File: src/rtl/video_timing_pkg.sv
// Shared definitions for the video timing generator: axis state encoding
// and the RGB888 colours used by the optional colour-bar pattern.
package video_timing_pkg;

    typedef enum logic [1:0] {
        AXIS_FRONT  = 2'd0,
        AXIS_SYNC   = 2'd1,
        AXIS_BACK   = 2'd2,
        AXIS_ACTIVE = 2'd3
    } axis_state_e;

    localparam logic [23:0] RGB_WHITE   = 24'hFFFFFF;
    localparam logic [23:0] RGB_YELLOW  = 24'hFFFF00;
    localparam logic [23:0] RGB_CYAN    = 24'h00FFFF;
    localparam logic [23:0] RGB_GREEN   = 24'h00FF00;
    localparam logic [23:0] RGB_MAGENTA = 24'hFF00FF;
    localparam logic [23:0] RGB_RED     = 24'hFF0000;
    localparam logic [23:0] RGB_BLUE    = 24'h0000FF;
    localparam logic [23:0] RGB_BLACK   = 24'h000000;

    // Colour of bar <idx>, left to right.
    function automatic logic [23:0] bar_colour(input logic [2:0] idx);
        logic [23:0] c;
        c = RGB_BLACK;
        case (idx)
            3'd0: c = RGB_WHITE;
            3'd1: c = RGB_YELLOW;
            3'd2: c = RGB_CYAN;
            3'd3: c = RGB_GREEN;
            3'd4: c = RGB_MAGENTA;
            3'd5: c = RGB_RED;
            3'd6: c = RGB_BLUE;
            3'd7: c = RGB_BLACK;
            default: c = RGB_BLACK;
        endcase
        return c;
    endfunction

endpackage

File: src/rtl/dvi_timing_gen_if.sv
// Ready/valid pixel stream into the timing generator.
// master = pixel source, slave = timing generator.
interface dvi_timing_gen_if;
    logic [23:0] rgb;
    logic        rgb_vld;
    logic        rgb_rdy;

    modport master (output rgb, output rgb_vld, input rgb_rdy);
    modport slave  (input rgb, input rgb_vld, output rgb_rdy);
endinterface

File: src/rtl/video_timing_axis.sv
// One timing axis: FRONT -> SYNC -> BACK -> ACTIVE -> FRONT, each state
// counting down from (length-1). After reset or restart the axis idles in
// FRONT with count 0 and, on the first cycle restart is released, loads the
// full FRONT length so a fresh frame always starts at its first line.
module video_timing_axis
    import video_timing_pkg::*;
#(
    parameter int   FRONT_LEN  = 16,
    parameter int   SYNC_LEN   = 96,
    parameter int   BACK_LEN   = 48,
    parameter int   ACTIVE_LEN = 640,
    parameter logic SYNC_POL   = 1'b0,
    parameter int   CNT_W      = 12
) (
    input  logic             clk,
    input  logic             rst,
    input  logic             advance,
    input  logic             restart,
    output axis_state_e      state,
    output logic             sync,
    output logic             last,
    output logic [CNT_W-1:0] coord
);

    localparam logic [CNT_W-1:0] FRONT_M1  = CNT_W'(FRONT_LEN - 1);
    localparam logic [CNT_W-1:0] SYNC_M1   = CNT_W'(SYNC_LEN - 1);
    localparam logic [CNT_W-1:0] BACK_M1   = CNT_W'(BACK_LEN - 1);
    localparam logic [CNT_W-1:0] ACTIVE_M1 = CNT_W'(ACTIVE_LEN - 1);

    axis_state_e      state_q, state_d;
    logic [CNT_W-1:0] count_q, count_d;
    logic             run_q, run_d;

    // State, count and armed flag registers.
    always_ff @(posedge clk or posedge rst) begin
        if (rst) begin
            state_q <= AXIS_FRONT;
            count_q <= '0;
            run_q   <= 1'b0;
        end else begin
            state_q <= state_d;
            count_q <= count_d;
            run_q   <= run_d;
        end
    end

    // Next state: restart wins, then arming, then normal countdown.
    always_comb begin
        state_d = state_q;
        count_d = count_q;
        run_d   = run_q;
        if (restart) begin
            state_d = AXIS_FRONT;
            count_d = '0;
            run_d   = 1'b0;
        end else if (!run_q) begin
            state_d = AXIS_FRONT;
            count_d = FRONT_M1;
            run_d   = 1'b1;
        end else if (advance) begin
            if (count_q != '0) begin
                count_d = count_q - CNT_W'(1);
            end else begin
                case (state_q)
                    AXIS_FRONT:  begin state_d = AXIS_SYNC;   count_d = SYNC_M1;   end
                    AXIS_SYNC:   begin state_d = AXIS_BACK;   count_d = BACK_M1;   end
                    AXIS_BACK:   begin state_d = AXIS_ACTIVE; count_d = ACTIVE_M1; end
                    AXIS_ACTIVE: begin state_d = AXIS_FRONT;  count_d = FRONT_M1;  end
                    default:     begin state_d = AXIS_FRONT;  count_d = FRONT_M1;  end
                endcase
            end
        end
    end

    assign state = state_q;
    assign sync  = (state_q == AXIS_SYNC) ? SYNC_POL : ~SYNC_POL;
    assign last  = (state_q == AXIS_ACTIVE) && (count_q == '0);
    assign coord = (state_q == AXIS_ACTIVE) ? (ACTIVE_M1 - count_q) : '0;

endmodule

File: src/rtl/dvi_timing_gen.sv
// DVI video timing generator with ready/valid pixel input.
// Optional colour-bar pattern source enabled by DVI_TIMING_GEN_TESTPAT_EN
// (adds the pat_en input).
module dvi_timing_gen
    import video_timing_pkg::*;
#(
    parameter logic H_SYNC_POLARITY = 1'b0,
    parameter int   H_FRONT_PORCH   = 16,
    parameter int   H_SYNC_WIDTH    = 96,
    parameter int   H_BACK_PORCH    = 48,
    parameter int   H_ACTIVE_PIXELS = 640,
    parameter logic V_SYNC_POLARITY = 1'b0,
    parameter int   V_FRONT_PORCH   = 10,
    parameter int   V_SYNC_WIDTH    = 2,
    parameter int   V_BACK_PORCH    = 33,
    parameter int   V_ACTIVE_LINES  = 480,
    parameter int   COORD_W         = 12
) (
    input  logic               clk,
    input  logic               rst,
    input  logic               en,
    dvi_timing_gen_if.slave    pix,
    input  logic               underflow_clr,
`ifdef DVI_TIMING_GEN_TESTPAT_EN
    input  logic               pat_en,
`endif
    output logic               hsync,
    output logic               vsync,
    output logic               den,
    output logic [7:0]         r,
    output logic [7:0]         g,
    output logic [7:0]         b,
    output logic [COORD_W-1:0] x,
    output logic [COORD_W-1:0] y,
    output logic               frame_start,
    output logic               underflow
);

    axis_state_e        h_state, v_state;
    logic               h_sync, v_sync, h_last, v_last_unused;
    logic [COORD_W-1:0] h_coord, v_coord;
    logic               active, pat_mode;
    logic [23:0]        pat_rgb;

    video_timing_axis #(
        .FRONT_LEN(H_FRONT_PORCH), .SYNC_LEN(H_SYNC_WIDTH), .BACK_LEN(H_BACK_PORCH),
        .ACTIVE_LEN(H_ACTIVE_PIXELS), .SYNC_POL(H_SYNC_POLARITY), .CNT_W(COORD_W)
    ) u_h_axis (
        .clk(clk), .rst(rst), .advance(en), .restart(!en),
        .state(h_state), .sync(h_sync), .last(h_last), .coord(h_coord)
    );

    video_timing_axis #(
        .FRONT_LEN(V_FRONT_PORCH), .SYNC_LEN(V_SYNC_WIDTH), .BACK_LEN(V_BACK_PORCH),
        .ACTIVE_LEN(V_ACTIVE_LINES), .SYNC_POL(V_SYNC_POLARITY), .CNT_W(COORD_W)
    ) u_v_axis (
        .clk(clk), .rst(rst), .advance(h_last), .restart(!en),
        .state(v_state), .sync(v_sync), .last(v_last_unused), .coord(v_coord)
    );

    assign active      = en && (h_state == AXIS_ACTIVE) && (v_state == AXIS_ACTIVE);
    assign pix.rgb_rdy = active && !pat_mode;

`ifdef DVI_TIMING_GEN_TESTPAT_EN
    localparam int                 BAR_W  = H_ACTIVE_PIXELS >> 3;
    localparam logic [COORD_W-1:0] BAR_M1 = COORD_W'(BAR_W - 1);

    logic               pat_mode_q, pat_mode_d;
    logic [2:0]         bar_idx_q, bar_idx_d;
    logic [COORD_W-1:0] bar_cnt_q, bar_cnt_d;

    // Pattern mode latch and colour-bar position counters.
    always_ff @(posedge clk or posedge rst) begin
        if (rst) begin
            pat_mode_q <= 1'b0;
            bar_idx_q  <= '0;
            bar_cnt_q  <= '0;
        end else begin
            pat_mode_q <= pat_mode_d;
            bar_idx_q  <= bar_idx_d;
            bar_cnt_q  <= bar_cnt_d;
        end
    end

    // pat_en only taken outside the vertical active region so a frame never
    // mixes sources; the last bar (black) simply runs to the end of line.
    always_comb begin
        pat_mode_d = pat_mode_q;
        bar_idx_d  = bar_idx_q;
        bar_cnt_d  = bar_cnt_q;
        if (v_state != AXIS_ACTIVE) pat_mode_d = pat_en;
        if (!active) begin
            bar_idx_d = '0;
            bar_cnt_d = BAR_M1;
        end else if (bar_cnt_q != '0) begin
            bar_cnt_d = bar_cnt_q - COORD_W'(1);
        end else if (bar_idx_q != 3'd7) begin
            bar_idx_d = bar_idx_q + 3'd1;
            bar_cnt_d = BAR_M1;
        end
    end

    assign pat_mode = pat_mode_q;
    assign pat_rgb  = bar_colour(bar_idx_q);
`else
    assign pat_mode = 1'b0;
    assign pat_rgb  = RGB_BLACK;
`endif

    logic               hsync_q, hsync_d, vsync_q, vsync_d, den_q, den_d;
    logic [23:0]        rgb_q, rgb_d;
    logic [COORD_W-1:0] x_q, x_d, y_q, y_d;
    logic               frame_start_q, frame_start_d, underflow_q, underflow_d;

    // Output register stage.
    always_ff @(posedge clk or posedge rst) begin
        if (rst) begin
            hsync_q       <= ~H_SYNC_POLARITY;
            vsync_q       <= ~V_SYNC_POLARITY;
            den_q         <= 1'b0;
            rgb_q         <= '0;
            x_q           <= '0;
            y_q           <= '0;
            frame_start_q <= 1'b0;
            underflow_q   <= 1'b0;
        end else begin
            hsync_q       <= hsync_d;
            vsync_q       <= vsync_d;
            den_q         <= den_d;
            rgb_q         <= rgb_d;
            x_q           <= x_d;
            y_q           <= y_d;
            frame_start_q <= frame_start_d;
            underflow_q   <= underflow_d;
        end
    end

    // Blanking by default; en low blanks immediately, before the axes rewind.
    always_comb begin
        hsync_d       = ~H_SYNC_POLARITY;
        vsync_d       = ~V_SYNC_POLARITY;
        den_d         = 1'b0;
        rgb_d         = '0;
        x_d           = '0;
        y_d           = '0;
        frame_start_d = 1'b0;
        underflow_d   = underflow_q;
        if (en) begin
            hsync_d = h_sync;
            vsync_d = v_sync;
        end
        if (active) begin
            den_d         = 1'b1;
            x_d           = h_coord;
            y_d           = v_coord;
            frame_start_d = (h_coord == '0) && (v_coord == '0);
            if (pat_mode)         rgb_d = pat_rgb;
            else if (pix.rgb_vld) rgb_d = pix.rgb;
        end
        if (underflow_clr) underflow_d = 1'b0;
        if (pix.rgb_rdy && !pix.rgb_vld) underflow_d = 1'b1;
    end

    assign hsync       = hsync_q;
    assign vsync       = vsync_q;
    assign den         = den_q;
    assign r           = rgb_q[23:16];
    assign g           = rgb_q[15:8];
    assign b           = rgb_q[7:0];
    assign x           = x_q;
    assign y           = y_q;
    assign frame_start = frame_start_q;
    assign underflow   = underflow_q;

endmodule

File: src/flat_wrapper.sv
// flat-port wrapper written by rule: the top's interface ports become plain ports
module dvi_timing_gen_flat import video_timing_pkg::*;
#(
    parameter logic H_SYNC_POLARITY = 1'b0,
    parameter int   H_FRONT_PORCH   = 16,
    parameter int   H_SYNC_WIDTH    = 96,
    parameter int   H_BACK_PORCH    = 48,
    parameter int   H_ACTIVE_PIXELS = 640,
    parameter logic V_SYNC_POLARITY = 1'b0,
    parameter int   V_FRONT_PORCH   = 10,
    parameter int   V_SYNC_WIDTH    = 2,
    parameter int   V_BACK_PORCH    = 33,
    parameter int   V_ACTIVE_LINES  = 480,
    parameter int   COORD_W         = 12
)
  (clk, rst, en, underflow_clr, hsync, vsync, den, r, g, b, x, y, frame_start, underflow, pix_rgb, pix_rgb_vld, pix_rgb_rdy);
  dvi_timing_gen_if pix_i ();
  input  logic clk;
  input  logic rst;
  input  logic en;
  input  logic underflow_clr;
  output logic hsync;
  output logic vsync;
  output logic den;
  output logic [7:0] r;
  output logic [7:0] g;
  output logic [7:0] b;
  output logic [COORD_W-1:0] x;
  output logic [COORD_W-1:0] y;
  output logic frame_start;
  output logic underflow;
  input wire logic [$bits(pix_i.rgb)-1:0] pix_rgb;
  input wire logic [$bits(pix_i.rgb_vld)-1:0] pix_rgb_vld;
  output wire logic [$bits(pix_i.rgb_rdy)-1:0] pix_rgb_rdy;
  assign pix_i.rgb = pix_rgb;
  assign pix_i.rgb_vld = pix_rgb_vld;
  assign pix_rgb_rdy = pix_i.rgb_rdy;
  dvi_timing_gen #(.H_SYNC_POLARITY(H_SYNC_POLARITY), .H_FRONT_PORCH(H_FRONT_PORCH), .H_SYNC_WIDTH(H_SYNC_WIDTH), .H_BACK_PORCH(H_BACK_PORCH), .H_ACTIVE_PIXELS(H_ACTIVE_PIXELS), .V_SYNC_POLARITY(V_SYNC_POLARITY), .V_FRONT_PORCH(V_FRONT_PORCH), .V_SYNC_WIDTH(V_SYNC_WIDTH), .V_BACK_PORCH(V_BACK_PORCH), .V_ACTIVE_LINES(V_ACTIVE_LINES), .COORD_W(COORD_W)) u_core (.clk(clk), .rst(rst), .en(en), .pix(pix_i), .underflow_clr(underflow_clr), .hsync(hsync), .vsync(vsync), .den(den), .r(r), .g(g), .b(b), .x(x), .y(y), .frame_start(frame_start), .underflow(underflow));
endmodule
File: config.mk
export PLATFORM = sky130hd
export DESIGN_NAME = dvi_timing_gen_flat
export DESIGN_NICKNAME = d
export VERILOG_FILES = /design/src/rtl/video_timing_pkg.sv /design/src/rtl/dvi_timing_gen_if.sv /design/src/rtl/video_timing_axis.sv /design/src/rtl/dvi_timing_gen.sv /design/src/flat_wrapper.sv
export SDC_FILE = /design/constraint.sdc
export NUM_CORES = 1
export LEC_CHECK = 0
export CORE_ASPECT_RATIO = 1.1
export CORE_MARGIN = 3
export CORE_UTILIZATION = 51
export DETAILED_ROUTE_END_ITERATION = 16
export DONT_BUFFER_PORTS = 1
export GPL_ROUTABILITY_DRIVEN = 0
export PLACE_DENSITY_LB_ADDON = 0.1
export RECOVER_POWER = 50
export SYNTH_ARGS = -nofsm -noshare
export SYNTH_HDL_FRONTEND = slang
export SYNTH_HIERARCHICAL = 1
export SYNTH_SLANG_ARGS = --single-unit
File: constraint.sdc
create_clock -name clk -period 2.5 [get_ports clk]
set_clock_uncertainty 0.1 [all_clocks]
set_input_delay 0.25 -clock clk [delete_from_list [all_inputs] [get_ports clk]]
set_output_delay 0.25 -clock clk [all_outputs]
set_load 0.005 [all_outputs]
==> impl_metrics.json, run 1 <==
{
  "outcome": "completed",
  "ys_warn_count": 6,
  "power_density_mw_per_mm2": 541,
  "post-route-period-util": 0.889,
  "netlist_instances": 395,
  "cts_hold_buffers": 28,
  "firstDrtPassIters": 4,
  "dp_hpwl_um": 6740,
  "clockRootBuffer": "clkbuf_8",
  "track_usage": 0.213,
  "setup_viol_count_final": 0,
  "clkTransAtPathRegs_ns": 0.09,
  "holdWs_ns": 0.0350,
  "worst_path_largest_cell_delay_ns": 0.75,
  "cp-end-kind": "register",
  "io_buffer_count": 0,
  "ios": 83,
  "slowest_stage": "dlygate4sd3_1",
  "clock_path_buffers": 2,
  "ir_drop_v": 0.000320,
  "tns_ns": 0,
  "cts.htree.levels": 3,
  "wire_per_inst_um": 17.6,
  "antenna_found_initial": 0,
  "rsz0062_at_grt": "false",
  "syn_area_sq_mm": 0.00418,
  "drc": 0,
  "fillCellCount": 652,
  "p_leak_nw": 2.27,
  "die_w_um": 92.3,
  "antenna_cells": 0,
  "grt_first_pass_wirelength_um": 15500,
  "rows": 33,
  "clock_latency_ns": 0.35,
  "syn_nets": 442,
  "avgSynthCellArea_sq_um": 10.6,
  "max_freq_mhz": 450,
  "worstSetupStartpointType": "primary input",
  "grt_pass1_vias": 3052,
  "max_slew_margin": 0.149,
  "required_ns": 2.69,
  "stdcell_count": 539,
  "cp_max_fo": 21,
  "overflow": 0,
  "cts.repair.resized": 0,
  "core_area_sq_mm": 0.00772,
  "dr_total_vias": 3051,
  "layout.area.seq_sq_mm": 0.00208,
  "arrival_ns": 2.41,
  "initial_core_util": 0.541,
  "die_y_um": 101,
  "maxSlewViolCount": 0,
  "hold_path.class": "primary input to register",
  "drt_iter0_markers": 178,
  "final_antenna_net_count": 0,
  "cap_viol_max_count": 0,
  "final_net_count": 476,
  "grt_max_degree": 27,
  "finalHoldViolCount": 0,
  "area_growth_pct": 14.6,
  "cp_cell_sequence": "dlygate4sd3_1, nand2_2, nor2_4, buf_4, and3_1, dlygate4sd3_1",
  "cts_buffers": 9,
  "fin_crit_ns": 2.22,
  "cts_tree": "done",
  "cts_setup_buffers": 0,
  "critical_path_class": "primary input to register",
  "crit_top_cell": "dlygate4sd3_1",
  "dieArea_sq_mm": 0.00931,
  "cts.sinks": 83,
  "drive_gt1_frac": 0.124,
  "vias_per_cell": 5.66,
  "dpl.cell_count": 494,
  "multiInputGateArea_sq_mm": 0.00187,
  "worstMarginPinSlew_ns": 1.28,
  "routed_wl_um": 9460
}
## layer usage
layer / track usage / vias to the layer above / share of wire
met3: 0.0448 / 14 / 0.073
met2: 0.343 / 134 / 0.47
met1: 0.284 / 1446 / 0.44
met5: 0 / - / 0
met4: 0.0811 / 0 / 0.013
li1: - / 1457 / -
## worst max-delay path, delay by kind of cell
family                 cells  cell delay, ns
buffers and inverters      3            1.55
and+or+nand+nor            3            0.60
## power breakdown
part	total (mW)	switching, mW	internal [mW]
sequential	1.38	0.0217	1.35
combinational	0.228	0.127	0.101
clock	0.985	0.511	0.473
total	2.59	0.660	1.93
## final timing paths
check / startpoint / endpoint / slack (ns) / cells after the start
max: en / u_core/rgb_q[18] / 0.28 / 6
min: en / u_core/u_h_axis/count_q[1] / 0.03 / 2
max reg2reg: u_core/u_h_axis/count_q[0] / u_core/u_v_axis/count_q[10] / 0.29 / 9
min reg2reg: u_core/u_v_axis/run_q / u_core/u_v_axis/count_q[3] / 0.44 / 1
max in group asynchronous: rst / u_core/y[5] / 0.64 / 3
min in group asynchronous: rst / u_core/x[5] / 0.22 / 2
## metrics by stage
stage	total power, mW	setup WS (ns)	util	instance area (sq um)
6_report	2.59	0.277	0.620	4780
3_5_place_dp	1.59	0.293	0.557	4300
3_3_place_gp	1.59	0.364	0.557	4300
4_1_cts	2.62	0.273	0.619	4780
5_1_grt	2.70	0.0545	0.620	4780
2_1_floorplan	1.54	0.00430	-	4180
## layout by cell type, fill, tap and decap left out, types with 3 or more instances in the layout
| master | instances |
|---|---|
| o311ai_1 | 3 |
| a21oi_1 | 13 |
| mux2i_1 | 3 |
| ha_1 | 18 |
| nor2b_1 | 14 |
| clkbuf_8 | 9 |
| xnor2_1 | 7 |
| or3_1 | 6 |
| dlygate4sd3_1 | 29 |
| nand2b_1 | 4 |
| nor2_1 | 6 |
| nor4_1 | 7 |
| clkbuf_1 | 3 |
| inv_1 | 31 |
| nand2_1 | 20 |
| or2_2 | 3 |
| o31ai_1 | 5 |
| buf_4 | 12 |
| and2_1 | 38 |
| nor3b_2 | 3 |
| and3_1 | 25 |
| nand3_1 | 10 |
| nor3_1 | 6 |
| o21ai_0 | 8 |
| a31oi_1 | 7 |
| dfrtp_1 | 81 |
| a211oi_1 | 3 |
| nor4_4 | 4 |
| nand4_1 | 11 |
## cell type report
type,instances,area share
Clock buffer,10,0.0267
Clock inverter,6,0.0152
Inverter,31,0.0243
Multi-Input combinational cell,261,0.391
Sequential cell,83,0.435
Tap cell,105,0.0275
Timing Repair Buffer,43,0.0811
## registers in the layout, summed over array words and instances, names as in the netlist, 2 cells and up
name,flops
u_core/u_v_axis/count_q,12
u_core/x,12
u_core/rgb_q,24
u_core/u_v_axis/state,2
u_core/u_h_axis/state,2
u_core/u_h_axis/count_q,12
u_core/y,12
No activity file was read; power rests on OpenSTA's default activity.
==> run 2, diff against run 1 <==
Settings changed: HOLD_SLACK_MARGIN set to 0.08.
==> impl_metrics.json, run 2 (synthesis gave the netlist of run 1 again) <==
{
  "drt_iter0_markers": 159,
  "final_net_count": 476,
  "drive_gt1_frac": 0.124,
  "hold_path.class": "primary input to register",
  "reg2reg_slack_ns": 0.28,
  "ff2ff_path_depth": 9,
  "top_register": "u_core/rgb_q",
  "vias_per_cell": 5.67,
  "dpl.cell_count": 494,
  "area_growth_pct": 14.6,
  "arrival_ns": 2.40,
  "core_area_sq_mm": 0.00772,
  "antenna_found_initial": 0,
  "dr_total_vias": 3056,
  "worstMarginPinSlew_ns": 1.28,
  "max_slew_margin": 0.149,
  "initial_core_util": 0.541,
  "cts_buffers": 9,
  "holdPathStages": 3,
  "clock_path_buffers": 2,
  "maxSlewViolCount": 0,
  "critical_path_class": "register to register",
  "largest_reg_flops": 24,
  "cts_tree": "done",
  "fin_total_pwr_mw": 2.59,
  "cp_max_fo": 5,
  "cts.htree.levels": 3,
  "final_antenna_net_count": 0,
  "drc": 0,
  "overflow": 0,
  "rsz0062_at_grt": "false",
  "post-route-period-util": 0.889,
  "ios": 83,
  "layout_common_cells": "dfrtp_1 (81), and2_1 (38), inv_1 (31)",
  "clock_latency_ns": 0.35,
  "cts.sinks": 83,
  "die_y_um": 101,
  "cp-end-kind": "register",
  "max_freq_mhz": 450,
  "dieArea_sq_mm": 0.00931,
  "antenna_cells": 0,
  "io_buffer_count": 0,
  "grt_max_degree": 27,
  "power_density_mw_per_mm2": 541,
  "rows": 33,
  "rr_startpoint": "u_core/u_h_axis/count_q[0]",
  "hp-start": "en",
  "stdcell_count": 539,
  "clkTransAtPathRegs_ns": 0.09,
  "cap_viol_max_count": 0,
  "tns_ns": 0,
  "grt_first_pass_wirelength_um": 15500,
  "dp_hpwl_um": 6740,
  "wire_per_inst_um": 17.6,
  "outcome": "completed",
  "die_w_um": 92.3,
  "grt_pass1_vias": 3045,
  "track_usage": 0.213,
  "worstSetupStartpointType": "register",
  "ir_drop_v": 0.000323,
  "clockRootBuffer": "clkbuf_8",
  "final_common_cell": "dfrtp_1",
  "p_leak_nw": 2.27,
  "cts_setup_buffers": 0,
  "routed_wl_um": 9470,
  "fin_crit_ns": 2.22,
  "required_ns": 2.68,
  "firstDrtPassIters": 4,
  "setup_viol_count_final": 0,
  "fillCellCount": 648,
  "layout.area.seq_sq_mm": 0.00208,
  "multiInputGateArea_sq_mm": 0.00187,
  "finalHoldViolCount": 0,
  "reg2reg_to": "u_core/u_v_axis/count_q[6]",
  "hold_path_end": "u_core/u_h_axis/count_q[2]"
}
## run 2: critical path, cell delays in order, from the launching register on
cell and delay, ns:
dfrtp_1 0.39, inv_1 0.08, ha_1 0.17, nor3b_2 0.20
and3_2 0.22, and2_1 0.20, nor2b_1 0.22, nand3_1 0.12
or3_1 0.34, a21oi_1 0.12
## run 2: how the worst max path moves through the flow
stage,from,to,cells past startpoint,slack [ns]
floorplan,u_core/u_h_axis/count_q[0],u_core/u_v_axis/count_q[4],10,0.004
global placement,u_core/u_h_axis/count_q[0],u_core/u_v_axis/count_q[10],9,0.36
detailed placement,u_core/u_h_axis/count_q[0],u_core/u_v_axis/count_q[6],9,0.29
CTS,en,u_core/rgb_q[18],6,0.02
global route,u_core/u_h_axis/count_q[1],u_core/u_v_axis/count_q[10],9,0.05
finish,u_core/u_h_axis/count_q[0],u_core/u_v_axis/count_q[6],9,0.28
## run 2: layout make-up
type | count | share of cell area
multi-input cells | 261 | 0.390
flip-flops and latches | 83 | 0.434
clock inverters | 6 | 0.0152
well taps | 105 | 0.0274
clock buffers | 10 | 0.0267
inverters | 31 | 0.0243
repair buffers | 43 | 0.0815
## run 2: metal layers
layer	part of all wire	global-route usage	routed length, um	vias to the layer above
met2	0.47	0.342	4450	127
met5	0	0	0	-
met3	0.077	0.0463	729	14
met4	0.013	0.0811	121	0
li1	-	-	-	1449
met1	0.44	0.285	4170	1466
## run 2: report_power, final
part | leakage [nW] | internal [mW] | total (mW) | switching [mW]
Combinational | 1.04 | 0.101 | 0.230 | 0.129
Clock | 0.0975 | 0.473 | 0.983 | 0.510
Sequential | 1.14 | 1.35 | 1.38 | 0.0219
Total | 2.27 | 1.93 | 2.59 | 0.661
## run 2: stage by stage
| stage | hold slack (ns) | util | setup WS, ns | instance area [sq um] |
|---|---|---|---|---|
| 2_1_floorplan | 0.0515 | - | 0.00430 | 4180 |
| 6_report | 0.119 | 0.620 | 0.277 | 4790 |
| 4_1_cts | 0.104 | 0.621 | 0.0232 | 4790 |
| 5_1_grt | 0.129 | 0.620 | 0.0545 | 4790 |
| 3_3_place_gp | -0.0863 | 0.557 | 0.364 | 4300 |
| 3_5_place_dp | -0.0809 | 0.557 | 0.293 | 4300 |
## run 2: what timing repair did
action | 4_1_cts | 5_1_grt
setup endpoints to repair | 0 | 2
endpoints found under the hold margin | 121 | 0
resized for setup | 0 | 1
hold buffers | 29 | 0
==> run 3, diff against run 2 <==
Settings changed: ABC_AREA set to 1, ABC_CLOCK_PERIOD_IN_PS set to 2500.
==> impl_metrics.json, run 3 <==
{
  "vias_per_cell": 4.93,
  "dr_wl_met3_um": 650,
  "holdPathStages": 3,
  "ir_drop_v": 0.000257,
  "rsz0062_at_grt": "false",
  "clock_latency_ns": 0.36,
  "post-route-period-util": 0.839,
  "hp-start": "en",
  "ff2ff_path_depth": 10,
  "top_layer": "met4",
  "io_buffer_count": 0,
  "fin_crit_ns": 2.10,
  "cts_tree": "done",
  "final_net_count": 649,
  "dp_hpwl_um": 7430,
  "outcome": "completed",
  "initial_core_util": 0.526,
  "route.met2.wl_um": 4750,
  "multiInputGateArea_sq_mm": 0.00217,
  "drt_iter0_markers": 201,
  "overflow": 0,
  "drt-met1-wl_um": 4460,
  "clock_path_buffers": 2,
  "slowest_stage": "nor2_2",
  "dieArea_sq_mm": 0.0104,
  "cts.sinks": 83,
  "p_leak_nw": 2.62,
  "die_y_um": 107,
  "rows": 36,
  "dpl.cell_count": 675,
  "grt_pass1_vias": 3537,
  "ys_warn_count": 6,
  "tns_ns": 0,
  "die_w_um": 97.4,
  "clockRootBuffer": "clkbuf_8",
  "dp_slack_ns": 0.195,
  "cts_setup_buffers": 0,
  "firstDrtPassIters": 4,
  "avgSynthCellArea_sq_um": 8.27,
  "drc": 0,
  "routed_wl_um": 9980,
  "fillCellCount": 795,
  "cp_max_fo": 13,
  "netlist_instances": 567,
  "cts_buffers": 9,
  "cap_viol_max_count": 0,
  "crit_top_cell": "nor2_1",
  "fin_ws_ns": 0.402,
  "syn_nets": 614,
  "final_common_cell": "nand2_1",
  "max_freq_mhz": 477,
  "cts.htree.levels": 3,
  "max_slew_margin": 0.206,
  "area_growth_pct": 12.5,
  "reg2reg_slack_ns": 0.40,
  "syn_area_sq_mm": 0.00469,
  "setup_viol_count_final": 0,
  "top_register": "u_core/rgb_q",
  "arrival_ns": 2.25,
  "hold_path.class": "primary input to register",
  "rr_startpoint": "u_core/u_h_axis/count_q[0]",
  "layout_common_cells": "nand2_1 (138), inv_1 (82), dfrtp_1 (81)",
  "layout.area.seq_sq_mm": 0.00208,
  "largest_reg_flops": 24,
  "cp-end-kind": "register",
  "critical_path_class": "register to register",
  "cp_cell_sequence": "inv_1, ha_1, inv_1, nor3_4, nand2_4, nor2_1, nor2_2, nor2_1, a21oi_1, nor2_1",
  "antenna_cells": 0,
  "worstMarginPinSlew_ns": 1.19,
  "ios": 83,
  "grt_first_pass_wirelength_um": 17100,
  "power_density_mw_per_mm2": 529,
  "worst_path_largest_cell_delay_ns": 0.45,
  "track_usage": 0.202,
  "core_area_sq_mm": 0.00892,
  "finalHoldViolCount": 0,
  "wire_per_inst_um": 13.8,
  "maxSlewViolCount": 0,
  "reg2reg_to": "u_core/u_v_axis/count_q[9]",
  "hold_path_end": "u_core/u_h_axis/count_q[2]",
  "antenna_found_initial": 0,
  "drive_gt1_frac": 0.160,
  "stdcell_count": 721,
  "grt_max_degree": 52,
  "clkTransAtPathRegs_ns": 0.09,
  "required_ns": 2.65,
  "final_antenna_net_count": 0,
  "dr_total_vias": 3554,
  "worstSetupStartpointType": "register"
}
run 3: final cells by class:
cell class / instances / share of cell area
Clock buffer: 10 / 0.0242
Clock inverter: 6 / 0.0123
Inverter: 89 / 0.0638
Multi-Input combinational cell: 384 / 0.412
Sequential cell: 83 / 0.394
Tap cell: 114 / 0.0270
Timing Repair Buffer: 35 / 0.0660
run 3: worst max-delay path by stage:
stage / startpoint / endpoint / slack (ns) / depth (start not counted)
CTS: u_core/u_h_axis/count_q[0] / u_core/u_v_axis/count_q[9] / 0.16 / 10
global placement: u_core/u_h_axis/count_q[0] / u_core/u_v_axis/count_q[9] / 0.27 / 10
floorplan: u_core/u_h_axis/count_q[0] / u_core/u_v_axis/count_q[9] / 0.75 / 11
finish: u_core/u_h_axis/count_q[0] / u_core/u_v_axis/count_q[9] / 0.40 / 10
detailed placement: u_core/u_h_axis/count_q[0] / u_core/u_v_axis/count_q[9] / 0.20 / 10
global route: u_core/u_h_axis/count_q[0] / u_core/u_v_axis/count_q[9] / 0.08 / 11
run 3: where the power goes:
group | switching, mW | internal, mW
Clock | 0.493 | 0.464
Sequential | 0.0369 | 1.36
Combinational | 0.279 | 0.155
Total | 0.809 | 1.98
run 3: stage by stage:
stage          instance area [sq um]  hold WS [ns]  power [mW]   util
3_3_place_gp                    4790        0.0867        1.82  0.537
3_5_place_dp                    4790        0.0953        1.82  0.537
5_1_grt                         5270         0.117        2.95  0.591
4_1_cts                         5290        0.0945        2.83  0.593
6_report                        5270         0.103        2.79  0.591
2_1_floorplan                   4690        0.0515        1.74      -
run 3: what timing repair did:
| item | in CTS | in global routing |
|---|---|---|
| hold buffers | 30 | 0 |
| gates resized for setup | 0 | 1 |
| setup endpoints to repair | 0 | 3 |
| hold endpoints to repair | 114 | 0 |
run 3: worst max-delay path: cells and delay by family (launching register included):
kind,cells,cell delay (ns)
buffers and inverters,2,0.22
and+or+nand+nor,6,0.89
DFF,1,0.39
adders and majority gates,1,0.23
AOI/OAI and AO/OA,1,0.16
run 3: per-layer routing:
| layer | up-vias | track usage |
|---|---|---|
| met5 | - | 0 |
| met3 | 11 | 0.0479 |
| met1 | 1645 | 0.271 |
| met2 | 108 | 0.332 |
| met4 | 0 | 0.0504 |
| li1 | 1790 | - |
